`src/rtl/pipe_adder_pkg.sv`:
```
// Shared constants for the chunked pipelined adder.
// Holds the mode encodings, the default geometry and the stage-0 carry selection.
package pipe_adder_pkg;

  localparam int unsigned DEFAULT_N     = 16;
  localparam int unsigned DEFAULT_CHUNK = 4;

  localparam logic MODE_ADD = 1'b0;
  localparam logic MODE_SUB = 1'b1;

  // Subtraction is a + ~b + 1, so the "+1" enters as the stage-0 carry.
  function automatic logic stage0_carry(logic mode, logic cin);
    return (mode == MODE_SUB) ? 1'b1 : cin;
  endfunction

endpackage

```
`src/rtl/add_chunk.sv`:
```
// Combinational CHUNK-bit adder slice for one pipeline stage.
// c_msb is the carry into the slice MSB, used for signed overflow detection.
module add_chunk
  import pipe_adder_pkg::*;
#(
  parameter int unsigned CHUNK = DEFAULT_CHUNK
) (
  input  logic [CHUNK-1:0] a,
  input  logic [CHUNK-1:0] b,
  input  logic             cin,
  output logic [CHUNK-1:0] sum,
  output logic             cout,
  output logic             c_msb
);

  logic [CHUNK:0] full;

  always_comb begin
    full = {1'b0, a} + {1'b0, b} + {{CHUNK{1'b0}}, cin};
  end

  assign sum   = full[CHUNK-1:0];
  assign cout  = full[CHUNK];
  assign c_msb = full[CHUNK-1] ^ a[CHUNK-1] ^ b[CHUNK-1];

endmodule

```
`src/rtl/pipe_adder_gen.sv`:
```
// Pipelined N-bit adder/subtractor, CHUNK bits resolved per stage, with a
// valid/ready handshake and a single global advance enable.
module pipe_adder_gen
  import pipe_adder_pkg::*;
#(
  parameter int unsigned N     = DEFAULT_N,
  parameter int unsigned CHUNK = DEFAULT_CHUNK
) (
  input  logic         clk,
  input  logic         rst_n,
  input  logic         in_valid,
  output logic         in_ready,
  input  logic         mode,
  input  logic         cin,
  input  logic [N-1:0] a,
  input  logic [N-1:0] b,
  output logic         out_valid,
  input  logic         out_ready,
  output logic [N:0]   s,
  output logic         ovf
);

  localparam int unsigned STAGES = N / CHUNK;

  if ((N % CHUNK) != 0 || CHUNK > N) begin : g_bad_params
    $error("pipe_adder_gen: N must be a non-zero multiple of CHUNK");
  end

  // Register set k feeds adder stage k; set STAGES is the output register.
  logic [STAGES:0]             v_q;
  logic [STAGES:0]             c_q;
  logic [STAGES:0][N-1:0]      sum_q;
  logic [STAGES-1:0][N-1:0]    a_q;
  logic [STAGES-1:0][N-1:0]    b_q;
  logic                        ovf_q;

  logic [STAGES-1:0][CHUNK-1:0] chunk_sum;
  logic [STAGES-1:0]            chunk_cout;
  logic [STAGES-1:0]            chunk_cmsb;
  logic                         en;

  assign en        = !v_q[STAGES] || out_ready;
  assign in_ready  = en;
  assign out_valid = v_q[STAGES];
  assign s         = {c_q[STAGES], sum_q[STAGES]};
  assign ovf       = ovf_q;

  // Only the top slice's MSB carry matters for overflow.
  logic unused_cmsb;
  assign unused_cmsb = ^chunk_cmsb;

  always_ff @(posedge clk or negedge rst_n) begin
    if (!rst_n) begin
      v_q[0]   <= 1'b0;
      c_q[0]   <= 1'b0;
      a_q[0]   <= '0;
      b_q[0]   <= '0;
      sum_q[0] <= '0;
      ovf_q    <= 1'b0;
    end else if (en) begin
      v_q[0]   <= in_valid;
      c_q[0]   <= stage0_carry(mode, cin);
      a_q[0]   <= a;
      b_q[0]   <= (mode == MODE_SUB) ? ~b : b;
      sum_q[0] <= '0;
      ovf_q    <= chunk_cmsb[STAGES-1] ^ chunk_cout[STAGES-1];
    end
  end

  for (genvar k = 0; k < STAGES; k++) begin : g_stage
    add_chunk #(
      .CHUNK(CHUNK)
    ) u_add (
      .a    (a_q[k][k*CHUNK +: CHUNK]),
      .b    (b_q[k][k*CHUNK +: CHUNK]),
      .cin  (c_q[k]),
      .sum  (chunk_sum[k]),
      .cout (chunk_cout[k]),
      .c_msb(chunk_cmsb[k])
    );

    // Deskew: finished low chunks ride along, this stage fills in chunk k.
    always_ff @(posedge clk or negedge rst_n) begin
      if (!rst_n) begin
        v_q[k+1]   <= 1'b0;
        c_q[k+1]   <= 1'b0;
        sum_q[k+1] <= '0;
      end else if (en) begin
        v_q[k+1]                     <= v_q[k];
        c_q[k+1]                     <= chunk_cout[k];
        sum_q[k+1]                   <= sum_q[k];
        sum_q[k+1][k*CHUNK +: CHUNK] <= chunk_sum[k];
      end
    end

    // Skew: operands travel on until their top chunk has been consumed.
    if (k + 1 < STAGES) begin : g_fwd
      always_ff @(posedge clk or negedge rst_n) begin
        if (!rst_n) begin
          a_q[k+1] <= '0;
          b_q[k+1] <= '0;
        end else if (en) begin
          a_q[k+1] <= a_q[k];
          b_q[k+1] <= b_q[k];
        end
      end
    end
  end

endmodule

```
`config.mk`:
```
export PLATFORM = sky130hd
export DESIGN_NAME = pipe_adder_gen
export DESIGN_NICKNAME = d
export VERILOG_FILES = /design/src/rtl/pipe_adder_pkg.sv /design/src/rtl/add_chunk.sv /design/src/rtl/pipe_adder_gen.sv
export SDC_FILE = /design/constraint.sdc
export NUM_CORES = 1
export LEC_CHECK = 0
export CAP_MARGIN = 20
export CORE_MARGIN = 2
export CORE_UTILIZATION = 45
export DETAILED_ROUTE_END_ITERATION = 6
export DONT_BUFFER_PORTS = 1
export PLACE_DENSITY_LB_ADDON = 0.2
export SYNTH_ARGS = -nofsm -noshare
export SYNTH_HDL_FRONTEND = slang
export SYNTH_SLANG_ARGS = --single-unit
```
`constraint.sdc`:
```
create_clock -name clk -period 4.8 [get_ports clk]
set_clock_uncertainty 0.05 [all_clocks]
set_input_delay 0.96 -clock clk [delete_from_list [all_inputs] [get_ports clk]]
set_output_delay 0.96 -clock clk [all_outputs]
set_load 0.01 [all_outputs]
```
==> results of run 1 <==
[cells in the mapped netlist (all sizes together)]
| cell | instances | area share |
|---|---|---|
| ha | 12 | 0.026 |
| nor2 | 13 | 0.0086 |
| a21o | 5 | 0.0066 |
| o21ai | 29 | 0.025 |
| inv | 10 | 0.0070 |
| xor2 | 7 | 0.011 |
| fa | 8 | 0.028 |
| nand2b | 2 | 0.0022 |
| buf | 43 | 0.056 |
| nor2b | 3 | 0.0046 |
| xnor2 | 20 | 0.031 |
| a21oi | 15 | 0.013 |
| dfrtp | 131 | 0.57 |
| clkbuf | 3 | 0.0020 |
| nand2 | 307 | 0.20 |
| mux2 | 1 | 0.0020 |
[worst paths after layout]
path / start / depth (start not counted) / end
setup / recovery: out_ready / 2 / in_ready
hold reg to reg: v_q[3] / 2 / v_q[3]
max in group asynchronous: rst_n / 0 / a_q[47]
min in group clk: v_q[3] / 2 / v_q[3]
hold / removal: rst_n / 0 / s[9]
setup reg to reg: out_valid / 4 / b_q[11]
[logic make-up after synthesis]
group | share of synthesized area
muxes | 0.001975
xor gates and xnor gates | 0.04148
and+or+nand+nor | 0.2175
buffers and inverters | 0.06452
AOI/OAI and AO/OA | 0.04520
DFF | 0.5749
adders and majority gates | 0.05442
[stage by stage]
stage	total power (uW)	instance area [um^2]	hold slack (ps)	util	worst slack (ps)
floorplan	3034	5702	380.0	-	2398
global placement	3149	5612	398.6	0.4483	2118
detailed placement	3192	5612	403.1	0.4483	2065
CTS	4601	6260	170.7	0.5001	2266
finish	4522	6260	202.5	0.5001	2276
global route	4924	6260	173.4	0.5001	2188
[cell type report]
type	count	share of cell area
Multi-Input combinational cell	422	0.3284
Clock buffer	24	0.08015
Timing Repair Buffer	3	0.003598
Clock inverter	8	0.02339
Inverter	10	0.006396
Tap cell	172	0.03438
Sequential cell	131	0.5237
[power groups by stage]
stage | registers (uW) | logic [uW] | clock network [uW]
3_3_place_gp | 1940 | 1210 | 0
2_1_floorplan | 1830 | 1210 | 0
3_5_place_dp | 1950 | 1240 | 0
5_1_grt | 2000 | 1460 | 1470
4_1_cts | 1930 | 1250 | 1420
6_report | 1920 | 1210 | 1380
[flip-flops by register name, indices dropped and copies added, names as in the netlist]
name       cells
v_q            4
s             17
c_q            4
b_q           40
ovf            1
out_valid      1
sum_q         24
a_q           40
[metal layers]
layer	track usage	routed length (um)	vias to the layer above
met4	0.07059	185	0
li1	-	-	1820
met1	0.2019	4540	1672
met2	0.2450	4409	52
met3	0.04515	313	15
met5	0	0	-
==> flow_summary.json, run 1 <==
{
  "outcome": "finished clean",
  "cts_sinks": 131,
  "vias_per_cell": 4.622,
  "seq_area_um2": 3278,
  "placementRows": 41,
  "overflow": 0,
  "p_comb_frac": 0.268,
  "syn_area_per_cell_um2": 9.362,
  "dp.cells": 738,
  "power.share.clock": 0.306,
  "cts_root_buf": "clkbuf_16",
  "cell_internal_pwr_uw": 3057,
  "wl_um": 9448,
  "max-cap-violations": 0,
  "initial_utilization": 0.4555,
  "ir_worst_vdd_v": 0.0002859,
  "cp_cell_sequence": "nor2b_4 > inv_4",
  "layout-drive-gt1-share": 0.06020,
  "cts.clk_slew.worst_paths_ps": 50,
  "cpLargestDelayFamily": "buffers and inverters",
  "die-width_um": 116.6,
  "hold_violations": 0,
  "core_area_um2": 12520,
  "multiInputGateArea_um2": 2056,
  "clk_latency_ps": 410,
  "layout_min_cycle_time_ps": 2524,
  "cts_max_level": 4,
  "setup.worst_path.start_class": "input port",
  "drtIter0Drc": 186,
  "layout_commonest_cell": "nand2_1",
  "power_frac_seq": 0.426,
  "total_leakage_power_uw": 0.003172,
  "hold_buffers": 0,
  "grt_usage": 0.1560,
  "netlist_instances": 609,
  "nNetsFinal": 643,
  "yosys.cell_types.count": 21,
  "critPathMaxFanout": 69,
  "r2r_slack_ps": 2610,
  "syn-cell-area_um2": 5702,
  "grt_pass1_vias": 3511,
  "wl_per_cell_um": 12.27,
  "dp_hpwl_um": 5778,
  "p_per_area_nw_per_um2": 722.5,
  "swShare": 0.3240,
  "io_buffers": 0,
  "final_cell_mix": "307 x nand2_1, 131 x dfrtp_1, 28 x o21ai_0, 20 x xnor2_1, 17 x clkbuf_16",
  "yosysSeqAreaShare": 0.5749,
  "slowest_stage": "inv_4",
  "dieHeight_um": 116.6,
  "cpPeakStageDelay_ps": 490,
  "antenna_left": 0,
  "cts_tree": "yes",
  "drc": 0,
  "worstSetupPathType": "in -> out",
  "slew_headroom": 0.5288,
  "dr.pass1.iters": 4,
  "antenna_found_initial": 0,
  "end_kind": "primary output",
  "period_share": 0.5259,
  "synth_nets": 667,
  "num_antenna_cells": 0,
  "rsz0062_at_grt": "false",
  "cp.buffers_inverters": 1,
  "num_io_pins": 58,
  "vias": 3559,
  "grt_pass1_wl_um": 16230,
  "yosysWarnings": 0,
  "finalSetupViolations": 0,
  "cts_buffer_depth": 2,
  "finalSetupTns_ps": 0,
  "cp.arrival_ps": 1510,
  "cts-resized-gates": 0,
  "grt_max_degree": 132,
  "hp-class": "in -> async",
  "area_growth_pct": 9.787,
  "drv_slew": 0,
  "place_congestion": 0.7597,
  "cts_setup_buffers": 0,
  "fmax_mhz": 396.2,
  "layoutNonFillerInstCount": 770,
  "n_fill_cell": 1227,
  "ys_ff_latch": 131,
  "fp.dieArea_um2": 13590,
  "worst_pin_slew_ps": 706.8,
  "power.switching_uw": 1465,
  "cts_buffers": 17,
  "worst_ep_required_time_ps": 3790
}
Power figures use the tool's default switching activity.
==> inputs of run 2 (changes only) <==
==> constraint.sdc (replaced) <==
create_clock -name clk -period 2.4 [get_ports clk]
set_clock_uncertainty 0.05 [all_clocks]
set_input_delay 0.48 -clock clk [delete_from_list [all_inputs] [get_ports clk]]
set_output_delay 0.48 -clock clk [all_outputs]
set_load 0.01 [all_outputs]
==> run 2 against run 1 <==
Compared with the run above:
- the flow now finishes with violations (negative hold slack)
- power increased by 97%
- non-clock buffer count increased by 2
- global-route usage increased by 0.061 points
- sequential share of layout area about the same
- critical endpoint is now ovf
- largest cell class unchanged
- largest power group unchanged
- cell count increased by 0.26%
==> flow_summary.json, run 2 (same netlist as run 1, synthesis figures left out) <==
{
  "max-cap-violations": 0,
  "grt_pass1_vias": 3416,
  "fin_ws_ps": 450.9,
  "rr_startpoint": "a_q[60]",
  "critPathLaunch": "a_q[60]",
  "layout-drive-gt1-share": 0.06333,
  "violations": "negative hold slack",
  "overflow": 0,
  "cts_max_level": 4,
  "p_per_area_nw_per_um2": 1425,
  "die-width_um": 116.6,
  "grt_pass1_wl_um": 16040,
  "grt_usage": 0.1566,
  "period_share": 0.8121,
  "hold_violations": 131,
  "fp.dieArea_um2": 13590,
  "drtIter0Drc": 199,
  "antenna_left": 0,
  "dp_hpwl_um": 5931,
  "worstReg2RegEnd": "ovf",
  "placed_area_um2": 5664,
  "layout_min_cycle_time_ps": 1949,
  "cts.clk_slew.worst_paths_ps": 50,
  "worstSetupPathType": "reg -> reg",
  "fmax_mhz": 513.1,
  "cts_buffers": 17,
  "vias_per_cell": 4.650,
  "crit_end": "ovf",
  "pre_cts_ws_ps": 441.5,
  "antenna_found_initial": 0,
  "total_leakage_power_uw": 0.003171,
  "wl_per_cell_um": 12.42,
  "n_fill_cell": 1247,
  "setup.worst_path.start_class": "flop",
  "fin_hold_ws_ps": -279.9,
  "io_buffers": 0,
  "dieHeight_um": 116.6,
  "final_cell_area_um2": 6265,
  "cpPeakStageDelay_ps": 400,
  "wl_um": 9590,
  "slowest_stage": "fa_1",
  "hp-class": "in -> async",
  "nNetsFinal": 645,
  "final_cell_mix": "307 x nand2_1, 131 x dfrtp_1, 28 x o21ai_0, 20 x xnor2_1, 17 x clkbuf_16",
  "reg2regPathDepth": 8,
  "worst_pin_slew_ps": 595.2,
  "cts-resized-gates": 0,
  "end_kind": "flop",
  "finalSetupViolations": 0,
  "placementRows": 41,
  "r2r_slack_ps": 450,
  "clk_latency_ps": 410,
  "cts_tree": "yes",
  "cts_setup_buffers": 0,
  "critPathMaxFanout": 2,
  "layout_commonest_cell": "nand2_1",
  "place_congestion": 0.7422,
  "num_io_pins": 58,
  "reg_top3": "a_q x40, b_q x40, sum_q x24",
  "rsz0062_at_grt": "false",
  "cts_sinks": 131,
  "worst_ep_required_time_ps": 2620,
  "cp_cell_sequence": "fa_1 > inv_1 > fa_1 > nand2b_1 > a21oi_1 > xnor2_1 > xnor2_1 > o21ai_1",
  "layoutNonFillerInstCount": 772,
  "dr.pass1.iters": 4,
  "drc": 0,
  "cts_buffer_depth": 2,
  "core_area_um2": 12520,
  "slew_headroom": 0.6032,
  "finalSetupTns_ps": 0,
  "dp.cells": 740,
  "cts_root_buf": "clkbuf_16",
  "area_growth_pct": 9.875,
  "grt_max_degree": 137,
  "ir_worst_vdd_v": 0.0005737,
  "vias": 3590,
  "cp.arrival_ps": 2170,
  "num_antenna_cells": 0,
  "initial_utilization": 0.4555,
  "drv_slew": 0,
  "outcome": "finished with violations"
}
-- run 2: changes by cell type in the layout (fill, tap and decap cells not counted), sizes merged --
cell,delta
clkinvlp,+1
clkinv,+1
buf,+2
bufinv,-2
-- run 2: where the power goes --
part           total (uW)  switching (uW)  internal, uW  leakage (uW)
logic                2520            1420          1100       0.00129
registers            3860             653          3210       0.00159
clock network        2550             892          1660      0.000292
total                8930            2960          5960       0.00317
-- run 2: area by class of cell --
class / count / area, um^2 / share of cell area
clock buffer: 24 / 501.7 / 0.08009
clock inverter: 8 / 98.84 / 0.01578
inverter: 10 / 40.04 / 0.006391
multi-input combinational: 422 / 2056 / 0.3281
sequential: 131 / 3278 / 0.5233
tap: 172 / 215.2 / 0.03435
timing repair buffer: 5 / 75.07 / 0.01198
-- run 2: how the worst min path moves through the flow --
stage / startpoint / end / slack [ps] / cells after the start
after floorplan: rst_n / a_q[0] / 130 / 0
after detailed placement: rst_n / s[10] / 140 / 0
after CTS: rst_n / sum_q[55] / -310 / 0
final: rst_n / s[11] / -280 / 0
after global placement: rst_n / s[10] / 140 / 0
after global routing: rst_n / sum_q[58] / -310 / 0
-- run 2: through the flow --
step	total power [uW]	hold WS (ps)	util
global route	9692	-313.9	0.5005
global placement	6367	139.9	0.4525
finish	8929	-279.9	0.5005
floorplan	6067	134.4	-
CTS	9087	-308.0	0.5005
detailed placement	6488	139.9	0.4525
-- run 2: critical path: cells and delay by family (launching register included) --
kind	cells	cell delay, ps
AO/OA/AOI/OAI	2	260
adder cells (fa/ha/maj)	2	610
buffers and inverters	1	60
flip-flops	1	380
XOR/XNOR	2	300
AND/OR/NAND/NOR	1	160
-- run 2: layer usage --
metal / GRT usage / vias up / share of wire
met5: 0 / - / 0
met4: 0.08706 / 0 / 0.023
met3: 0.04567 / 15 / 0.034
met2: 0.2380 / 62 / 0.46
met1: 0.2024 / 1691 / 0.48
li1: - / 1822 / -
